--- config.mk ---
export PLATFORM = sky130hd
export DESIGN_NAME = fitness_eval_ctrl
export DESIGN_NICKNAME = d
export VERILOG_FILES = /design/src/rtl/fitness_eval_ctrl_pkg.sv /design/src/rtl/fitness_min_tracker.sv /design/src/rtl/fitness_eval_ctrl.sv
export SDC_FILE = /design/constraint.sdc
export NUM_CORES = 1
export LEC_CHECK = 0
export ABC_CLOCK_PERIOD_IN_PS = 5750
export CORE_MARGIN = 2
export CORE_UTILIZATION = 45
export DETAILED_ROUTE_END_ITERATION = 16
export PLACE_DENSITY = 0.92
export RECOVER_POWER = 25
export SYNTH_ARGS = -nofsm -noshare
export SYNTH_HDL_FRONTEND = slang
export SYNTH_SLANG_ARGS = --single-unit
--- constraint.sdc ---
create_clock -name clk_i -period 5.75 [get_ports clk_i]
set_input_delay 1.725 -clock clk_i [delete_from_list [all_inputs] [get_ports clk_i]]
set_output_delay 1.725 -clock clk_i [all_outputs]
set_load 0.01 [all_outputs]
--- src/rtl/fitness_eval_ctrl_pkg.sv ---
// Shared constants and FSM encoding for the fitness evaluation controller.
package fitness_eval_ctrl_pkg;

    localparam int NUM_PARTICLE_TYPE = 3;
    localparam int DATA_WIDTH        = 4;
    localparam int SELF_FIT_LENGTH   = 10;
    localparam int INDIVIDUAL_LENGTH = 22;
    localparam int POP_SIZE          = 50;
    localparam int IDX_WIDTH         = 8;

    // Interaction matrix is square over the particle types.
    localparam int CFG_DEPTH      = NUM_PARTICLE_TYPE ** 2;
    localparam int CFG_ADDR_WIDTH = 4;

    typedef enum logic [2:0] {
        ST_IDLE     = 3'd0,
        ST_LOAD_CFG = 3'd1,
        ST_STREAM   = 3'd2,
        ST_DRAIN    = 3'd3,
        ST_DONE     = 3'd4
    } state_t;

    // Results are only legitimate while individuals are in flight.
    function automatic logic accepts_results(input state_t s);
        return (s == ST_STREAM) || (s == ST_DRAIN);
    endfunction

endpackage

--- src/rtl/fitness_min_tracker.sv ---
// Holds the lowest energy seen in the current run and the index that produced it.
module fitness_min_tracker #(
    parameter int ENERGY_WIDTH = 10,
    parameter int IDX_WIDTH    = 8
) (
    input  logic                    clk_i,
    input  logic                    rst_i,
    input  logic                    clear,
    input  logic                    upd_valid,
    input  logic [ENERGY_WIDTH-1:0] upd_energy,
    input  logic [IDX_WIDTH-1:0]    upd_idx,
    output logic [ENERGY_WIDTH-1:0] best_energy,
    output logic [IDX_WIDTH-1:0]    best_idx
);

    // Strict less-than so that on a tie the earlier result is kept.
    always_ff @(posedge clk_i or posedge rst_i) begin
        if (rst_i) begin
            best_energy <= '1;
            best_idx    <= '0;
        end else if (clear) begin
            best_energy <= '1;
            best_idx    <= '0;
        end else if (upd_valid && (upd_energy < best_energy)) begin
            best_energy <= upd_energy;
            best_idx    <= upd_idx;
        end
    end

endmodule

--- src/rtl/fitness_eval_ctrl.sv ---
// Sequences one evaluation run: load energy tables, stream the population to
// the datapath, collect fitness results and track the run minimum.
module fitness_eval_ctrl #(
    parameter int NUM_PARTICLE_TYPE = 3,
    parameter int DATA_WIDTH        = 4,
    parameter int SELF_FIT_LENGTH   = 10,
    parameter int INDIVIDUAL_LENGTH = 22,
    parameter int POP_SIZE          = 50,
    parameter int IDX_WIDTH         = 8
) (
    input  logic                         clk_i,
    input  logic                         rst_i,
    input  logic                         start_i,
    output logic                         busy_o,
    output logic                         done_o,
    output logic                         cfg_rd_en_o,
    output logic [3:0]                   cfg_addr_o,
    input  logic [DATA_WIDTH-1:0]        cfg_self_i,
    input  logic [DATA_WIDTH-1:0]        cfg_inter_i,
    output logic [DATA_WIDTH-1:0]        self_energy_o,
    output logic [DATA_WIDTH-1:0]        interact_energy_o,
    output logic                         wrSelfEnergyValid_o,
    output logic                         wrInteractEnergyValid_o,
    output logic                         pop_rd_en_o,
    output logic [IDX_WIDTH-1:0]         pop_addr_o,
    input  logic [INDIVIDUAL_LENGTH-1:0] pop_data_i,
    output logic [INDIVIDUAL_LENGTH-1:0] ind_vec_o,
    output logic [IDX_WIDTH-1:0]         ind_idx_o,
    output logic                         ind_valid_o,
    input  logic                         eval_valid_i,
    input  logic [SELF_FIT_LENGTH-1:0]   eval_energy_i,
    input  logic [IDX_WIDTH-1:0]         eval_idx_i,
    output logic                         fit_wr_en_o,
    output logic [IDX_WIDTH-1:0]         fit_wr_addr_o,
    output logic [SELF_FIT_LENGTH-1:0]   fit_wr_data_o,
    output logic [SELF_FIT_LENGTH-1:0]   best_energy_o,
    output logic [IDX_WIDTH-1:0]         best_idx_o,
    output logic                         err_o
);

    import fitness_eval_ctrl_pkg::*;

    localparam int CFG_LAST = NUM_PARTICLE_TYPE * NUM_PARTICLE_TYPE - 1;

    state_t                    state_reg;
    state_t                    state_next;
    logic [CFG_ADDR_WIDTH-1:0] cfg_cnt_reg;
    logic [IDX_WIDTH-1:0]      issue_cnt_reg;
    logic [IDX_WIDTH-1:0]      result_cnt_reg;
    logic                      cfg_vld_reg;
    logic                      self_vld_reg;
    logic                      ind_valid_reg;
    logic [IDX_WIDTH-1:0]      ind_idx_reg;
    logic                      err_reg;

    logic start_run;
    logic last_cfg;
    logic last_issue;
    logic idx_in_range;
    logic result_ok;
    logic result_bad;
    logic results_complete;

    assign start_run    = (state_reg == ST_IDLE) && start_i;
    assign last_cfg     = (cfg_cnt_reg == CFG_ADDR_WIDTH'(CFG_LAST));
    assign last_issue   = (issue_cnt_reg == IDX_WIDTH'(POP_SIZE - 1));
    assign idx_in_range = (eval_idx_i < IDX_WIDTH'(POP_SIZE));
    assign result_ok    = eval_valid_i && accepts_results(state_reg) && idx_in_range;
    assign result_bad   = eval_valid_i && !(accepts_results(state_reg) && idx_in_range);
    // A result landing in the same cycle counts toward completion.
    assign results_complete =
        ((result_cnt_reg + IDX_WIDTH'(result_ok)) >= IDX_WIDTH'(POP_SIZE));

    // State register.
    always_ff @(posedge clk_i or posedge rst_i) begin
        if (rst_i) begin
            state_reg <= ST_IDLE;
        end else begin
            state_reg <= state_next;
        end
    end

    // Next-state decode.
    always_comb begin
        state_next = state_reg;
        case (state_reg)
            ST_IDLE:     if (start_i) state_next = ST_LOAD_CFG;
            ST_LOAD_CFG: if (last_cfg) state_next = ST_STREAM;
            ST_STREAM:   if (last_issue) state_next = ST_DRAIN;
            ST_DRAIN:    if (results_complete) state_next = ST_DONE;
            ST_DONE:     state_next = ST_IDLE;
            default:     state_next = ST_IDLE;
        endcase
    end

    // Config address, issue and result counters; all cleared when a run starts.
    always_ff @(posedge clk_i or posedge rst_i) begin
        if (rst_i) begin
            cfg_cnt_reg    <= '0;
            issue_cnt_reg  <= '0;
            result_cnt_reg <= '0;
        end else if (start_run) begin
            cfg_cnt_reg    <= '0;
            issue_cnt_reg  <= '0;
            result_cnt_reg <= '0;
        end else begin
            if (state_reg == ST_LOAD_CFG) cfg_cnt_reg <= cfg_cnt_reg + 1'b1;
            if (state_reg == ST_STREAM) issue_cnt_reg <= issue_cnt_reg + 1'b1;
            if (result_ok) result_cnt_reg <= result_cnt_reg + 1'b1;
        end
    end

    // Align table-load and issue valids with the 1-cycle memory read latency.
    always_ff @(posedge clk_i or posedge rst_i) begin
        if (rst_i) begin
            cfg_vld_reg   <= 1'b0;
            self_vld_reg  <= 1'b0;
            ind_valid_reg <= 1'b0;
            ind_idx_reg   <= '0;
        end else begin
            cfg_vld_reg   <= cfg_rd_en_o;
            self_vld_reg  <= cfg_rd_en_o && (cfg_addr_o < CFG_ADDR_WIDTH'(NUM_PARTICLE_TYPE));
            ind_valid_reg <= pop_rd_en_o;
            ind_idx_reg   <= pop_addr_o;
        end
    end

    // Sticky protocol error: set wins over the clear at run start.
    always_ff @(posedge clk_i or posedge rst_i) begin
        if (rst_i) begin
            err_reg <= 1'b0;
        end else if (result_bad) begin
            err_reg <= 1'b1;
        end else if (start_run) begin
            err_reg <= 1'b0;
        end
    end

    fitness_min_tracker #(
        .ENERGY_WIDTH (SELF_FIT_LENGTH),
        .IDX_WIDTH    (IDX_WIDTH)
    ) u_min_tracker (
        .clk_i       (clk_i),
        .rst_i       (rst_i),
        .clear       (start_run),
        .upd_valid   (result_ok),
        .upd_energy  (eval_energy_i),
        .upd_idx     (eval_idx_i),
        .best_energy (best_energy_o),
        .best_idx    (best_idx_o)
    );

    assign busy_o      = (state_reg != ST_IDLE);
    assign done_o      = (state_reg == ST_DONE);
    assign cfg_rd_en_o = (state_reg == ST_LOAD_CFG);
    assign cfg_addr_o  = cfg_rd_en_o ? cfg_cnt_reg : '0;
    assign pop_rd_en_o = (state_reg == ST_STREAM);
    assign pop_addr_o  = pop_rd_en_o ? issue_cnt_reg : '0;

    // Data buses are zeroed while their valid is low so reset leaves them quiet.
    assign wrInteractEnergyValid_o = cfg_vld_reg;
    assign wrSelfEnergyValid_o     = self_vld_reg;
    assign interact_energy_o       = cfg_vld_reg ? cfg_inter_i : '0;
    assign self_energy_o           = cfg_vld_reg ? cfg_self_i : '0;

    assign ind_valid_o = ind_valid_reg;
    assign ind_idx_o   = ind_idx_reg;
    assign ind_vec_o   = ind_valid_reg ? pop_data_i : '0;

    assign fit_wr_en_o   = result_ok;
    assign fit_wr_addr_o = result_ok ? eval_idx_i : '0;
    assign fit_wr_data_o = result_ok ? eval_energy_i : '0;

    assign err_o = err_reg;

endmodule

* Yosys cells after proc, flatten, opt, wreduce, memory -nomap -nowiden
Cells that the tools add are included.
** Cells by class
- Equality and inequality tests :: 10
- Order comparisons :: 4
- Reduce and logical (&&, ||, !) cells :: 17
- Mux-type cells :: 24
- $add $sub $neg :: 4
** Operators by type and width (number)
- $mux 8 :: 8
- $mux 10 :: 3
- $mux 22 :: 1
- $mux 4 :: 5
- $add 8x1->8 const B :: 2
- $mux 3 :: 4
- $pmux 3 s4 :: 1
- $lt 10x10->1 :: 1
- $reduce_bool 2->1 :: 5
- $add 8x1->8 :: 1
- $eq 8x6->1 const B :: 1
- $ge 8x6->1 const B :: 1
- $lt 8x6->1 const B :: 1
- $logic_and 1x1->1 :: 7
- $eq 3x2->1 const B :: 2
- $add 4x1->4 const B :: 1
- $eq 4x4->1 const B :: 1
- $lt 4x2->1 const B :: 1
- $ne 2x1->1 const B :: 2
- $ne 2x2->1 const B :: 2
- $reduce_and 4->1 :: 1
- $eq 3x1->1 const B :: 1
- $eq 3x3->1 const B :: 1
- $logic_not 3->1 :: 1
- other kinds (4) :: 5
** Storage, ports and cells
- Flip-flop bits (word level) :: 53
- Input bits :: 52
- Logic and storage cells :: 70
- Output and inout bits :: 95

* Depth between registers and ports, before layout
- Depth after elaboration :: 8
- Depth in mapped cells :: 12
- Gate-level depth less buffers :: 9

* Cells and area by module
A second synthesis with hierarchy kept.
** Second synthesis, totals
- Cells, all modules :: 341
- Area total of the unflattened synthesis :: 3274.4 µm²
** By module, submodules not included
- fitness_eval_ctrl :: sequential area each 875.8 µm², area each 2159.6 µm², cells an instance 231, instances 1
- fitness_min_tracker :: sequential area each 462.9 µm², area each 1114.8 µm², cells an instance 110, instances 1

* Worst setup path before layout
OpenSTA, ideal clock, no wires.
- Kind :: input -> output
- From :: input eval_idx_i[3]
- To :: output fit_wr_data_o[0]
- Path buffers :: 2
- Stages on the path :: 5
- Arrival :: 2.835 ns
- Setup slack :: 1.190 ns
- Required time :: 4.025 ns
- Cell sequence :: o311ai_1 > and3_1 > buf_6 > clkbuf_1 > and2_1
** On the way
- Word-level cells in the longest chain between the ends :: 3
** Ends and longest elaborated chain
- from (decl) :: line fitness_eval_ctrl.sv:32 : input logic [IDX_WIDTH-1:0] eval_idx_i,
- $lt 8x6->1 :: line fitness_eval_ctrl.sv:67 : assign idx_in_range = (eval_idx_i < IDX_WIDTH'(POP_SIZE));
- $logic_and 1x1->1 :: line fitness_eval_ctrl.sv:68 : assign result_ok = eval_valid_i && accepts_results(state_reg) && idx_in_range;
- via fit_wr_en_o :: line fitness_eval_ctrl.sv:33 : output logic fit_wr_en_o,
- $mux 10 :: line fitness_eval_ctrl.sv:172 : assign fit_wr_data_o = result_ok ? eval_energy_i : '0;
- to (decl) :: line fitness_eval_ctrl.sv:35 : output logic [SELF_FIT_LENGTH-1:0] fit_wr_data_o,
The timed path passes the listed nets, and every way through them passes these cells.

* Final worst setup path
- From :: input eval_idx_i[3]
- To :: output fit_wr_data_o[4]
** On the way
- Word-level cells in the longest chain between the ends :: 3
** Ends and longest elaborated chain (line)
- $lt 8x6->1 :: fitness_eval_ctrl.sv:67
- $logic_and 1x1->1 :: fitness_eval_ctrl.sv:68
- $mux 10 :: fitness_eval_ctrl.sv:172
No other way between the ends.

==> flow_summary_export.csv <==
group,metric,value,unit
timing,fin_setup_tns,0,ns
final_layout,drive_gt1_share,5.01,%
floorplan,dieWidth,87.1,um
critical_path,reg2reg_depth,10,
critical_path,worst_setup_path_end_kind,"output port",
clock_network,cts_resized,0,
clock_network,clock-sinks,53,
floorplan,core.rowCount,30,
route,postRouteAntennaNets,0,
run_status,status,"finished, violations left",
power,clkPwrFrac,16.4,%
floorplan,fp.dieH,87.1,um
final_layout,fin_nets,526,
global_route,grt_max_degree,54,
floorplan,initial_core_util,46.2,%
synthesis,yosysWarnings,0,
route,routed.top_layer,"met4",
timing,worst_slew_pin_slew,1.97,ns
final_layout,antennaDiodeCount,0,
route,wl_met3,572,um
power,power.total,1360,uW
route,firstDrtPassIters,4,
timing,period_share,96.7,%
hold_path,hold_depth,2,
clock_network,cts_htree_levels,2,
final_layout,final_common_cell,"clkdlybuf4s50_1",
route,wl_met1,3110,um
synthesis,ys_types,45,
hold_path,worstHoldPathType,"flop to flop",
final_layout,final_cell_mix,"clkdlybuf4s50_1 (140), and2_1 (48), dfrtp_1 (43)",
power,p_int,872,uW
synthesis,synthCells,324,
clock_network,cts_buffers,5,
run_status,violations,"capacitance limit, slew limit",
power,ir_worst_vdd,0.000256,V
floorplan,die_area,0.00758,mm2
final_layout,area_growth,49.4,%
synthesis,synth.avg_cell_area,9.59,um2
synthesis,synthFlopType,"dfrtp_1",
route,vias_per_cell,5.17,
synthesis,netlist_area,0.00311,mm2
final_layout,final.fill_count,505,
synthesis,synthArstFlopShare,100,%
route,drt_iter0_drc,127,
critical_path,path_max_fanout,18,
final_layout,largest_reg_flops,10,
critical_path,cp.required,4.03,ns
power,p_switching,485,uW
timing,hold_violations,0,
timing,setup_viol,0,
synthesis,synth_top_area_share,34.6,%
timing,rsz0062_at_grt,"false",
place,detailed_place_hpwl,6000,um
global_route,grt_pass1_vias,2710,
clock_network,postCtsSetupBuffers,0,
power,combPwrFrac,43.1,%
timing,slew_violations,54,
floorplan,pin_count,147,
timing,min_period,5.56,ns
critical_path,worst_ep_arrival_time,3.84,ns
synthesis,synth-edff-count,0,
timing,max-slew-margin-rel,-31.3,%
timing,fmax,0.180,GHz
critical_path,r2r-end,"state_reg[2]",
clock_network,cts_hold_buf,0,
global_route,overflow,0,
critical_path,ff2ff_setup_slack,2.36,ns
final_layout,final_area,0.00464,mm2
clock_network,cts.clk_slew.worst_paths,0.09,ns
hold_path,hold_end,"u_min_tracker.best_energy[9]",
place,dpl_cell_area,0.00456,mm2
power,powerDensity,293,mW/mm2
hold_path,min_from,"u_min_tracker.best_energy[9]",
power,p_sw_share,35.7,%
route,drc,0,
route,wl_per_cell,14.6,um
critical_path,start_kind,"input port",
synthesis,yosysTopAreaCell,"dfrtp_1",
clock_network,clk_path_buf_depth,2,
floorplan,coreArea,0.00672,mm2
place,io_buffers,144,
timing,fin_hold_ws,0.514,ns
synthesis,ys_seq_elements,53,
power,pwr-share-seq,40.6,%
clock_network,cts_tree,"built",
place,place.gp.congestion,0.798,
final_layout,multi_input_area,0.00157,mm2
timing,clock-skew-final,0.00955,ns
route,wl,7850,um
final_layout,register_area,0.00134,mm2
flow_run,cap_violations,1,
synthesis,seq_area_frac_synth,43.1,%
route,route.met2.wl,4040,um
global_route,antenna_found_initial,0,
final_layout,top_register,"u_min_tracker.best_energy",
global_route,grt_usage,21.0,%
clock_network,insertion_delay,0.31,ns
clock_network,cts_root_buf,"clkbuf_8",
critical_path,r2r-start,"state_reg[2]",
synthesis,synth_area_leaders,"dfrtp_1 (35%), and2_1 (11%), dfstp_2 (8.5%), ha_1 (6.4%), xor2_1 (3.7%)",
route,route.vias.total,2787,
global_route,grt_first_pass_wirelength,12700,um
critical_path,worstSetupPathType,"input port to output port",
power,power.leakage,0.00214,uW
## worst max-delay path by stage
| stage | startpoint | endpoint | slack [ns] | cells past startpoint |
|---|---|---|---|---|
| 2_1_floorplan | eval_idx_i[3] | fit_wr_data_o[0] | 1.19 | 5 |
| 3_3_place_gp | eval_idx_i[2] | fit_wr_addr_o[2] | 0.30 | 5 |
| 3_5_place_dp | eval_idx_i[3] | fit_wr_data_o[4] | 0.20 | 5 |
| 4_1_cts | eval_idx_i[3] | fit_wr_data_o[4] | 0.17 | 5 |
| 5_1_grt | eval_idx_i[3] | fit_wr_addr_o[3] | 0.12 | 5 |
| 6_report | eval_idx_i[3] | fit_wr_data_o[4] | 0.19 | 5 |
## final cells by class
cell class	count	share of cell area [%]
clock buffers	6	1.78
inverters	22	1.78
clock inverters	2	0.297
repair buffers	147	31.4
flip-flops and latches	53	28.8
multi-input cells	229	33.8
well taps	80	2.16
## critical path, stage by stage
cell	delay, ns
clkdlybuf4s50_1	0.44
o311ai_1	0.37
and3_1	0.53
and2_1	0.21
clkdlybuf4s50_1	0.55
## stage by stage
stage	util [%]	cells	worst slack, ns
after global routing	69.1	539	0.115
after global placement	67.9	531	0.301
after floorplan	-	325	1.19
final	69.1	539	0.190
after CTS	69.3	539	0.168
after detailed placement	67.9	531	0.198
## synthesized netlist by cell type, types with 2 or more instances
cell,count
and2_1,56
dfrtp_1,43
nor2_1,30
inv_1,22
ha_1,16
clkbuf_1,14
nand2_1,14
xor2_1,13
mux2i_1,11
nand4_1,11
a21oi_1,10
dfstp_2,10
a211oi_1,8
a31oi_1,7
and3_1,7
a21o_1,4
buf_6,4
nand3_1,4
xnor2_1,4
nor2b_1,3
nor3b_1,3
a211o_1,2
buf_4,2
nand2b_1,2
nor3_1,2
o21ai_0,2
or3_1,2
## cells by family after synthesis
logic type / Yosys count / synth area share [%]
AO/OA/AOI/OAI: 43 / 9.83
XOR/XNOR: 17 / 4.79
buffers and inverters: 43 / 6.44
AND/OR/NAND/NOR: 139 / 25.4
multiplexers: 12 / 3.91
other: 1 / 0.121
adder cells (fa/ha/maj): 16 / 6.44
flip-flops: 53 / 43.1
## power groups by stage
stage	registers, uW	clock network, uW	logic (uW)
after global placement	552	0	575
final	551	222	584
after global routing	566	239	645
after floorplan	540	0	312
after CTS	551	227	597
after detailed placement	557	0	594
## routing by layer
layer / vias to the layer above / track usage, %
li1: 1356 / -
met1: 1317 / 25.1
met2: 102 / 37.2
met3: 12 / 5.12
met4: 0 / 6.43
met5: - / 0
Power figures use the tool's default switching activity.
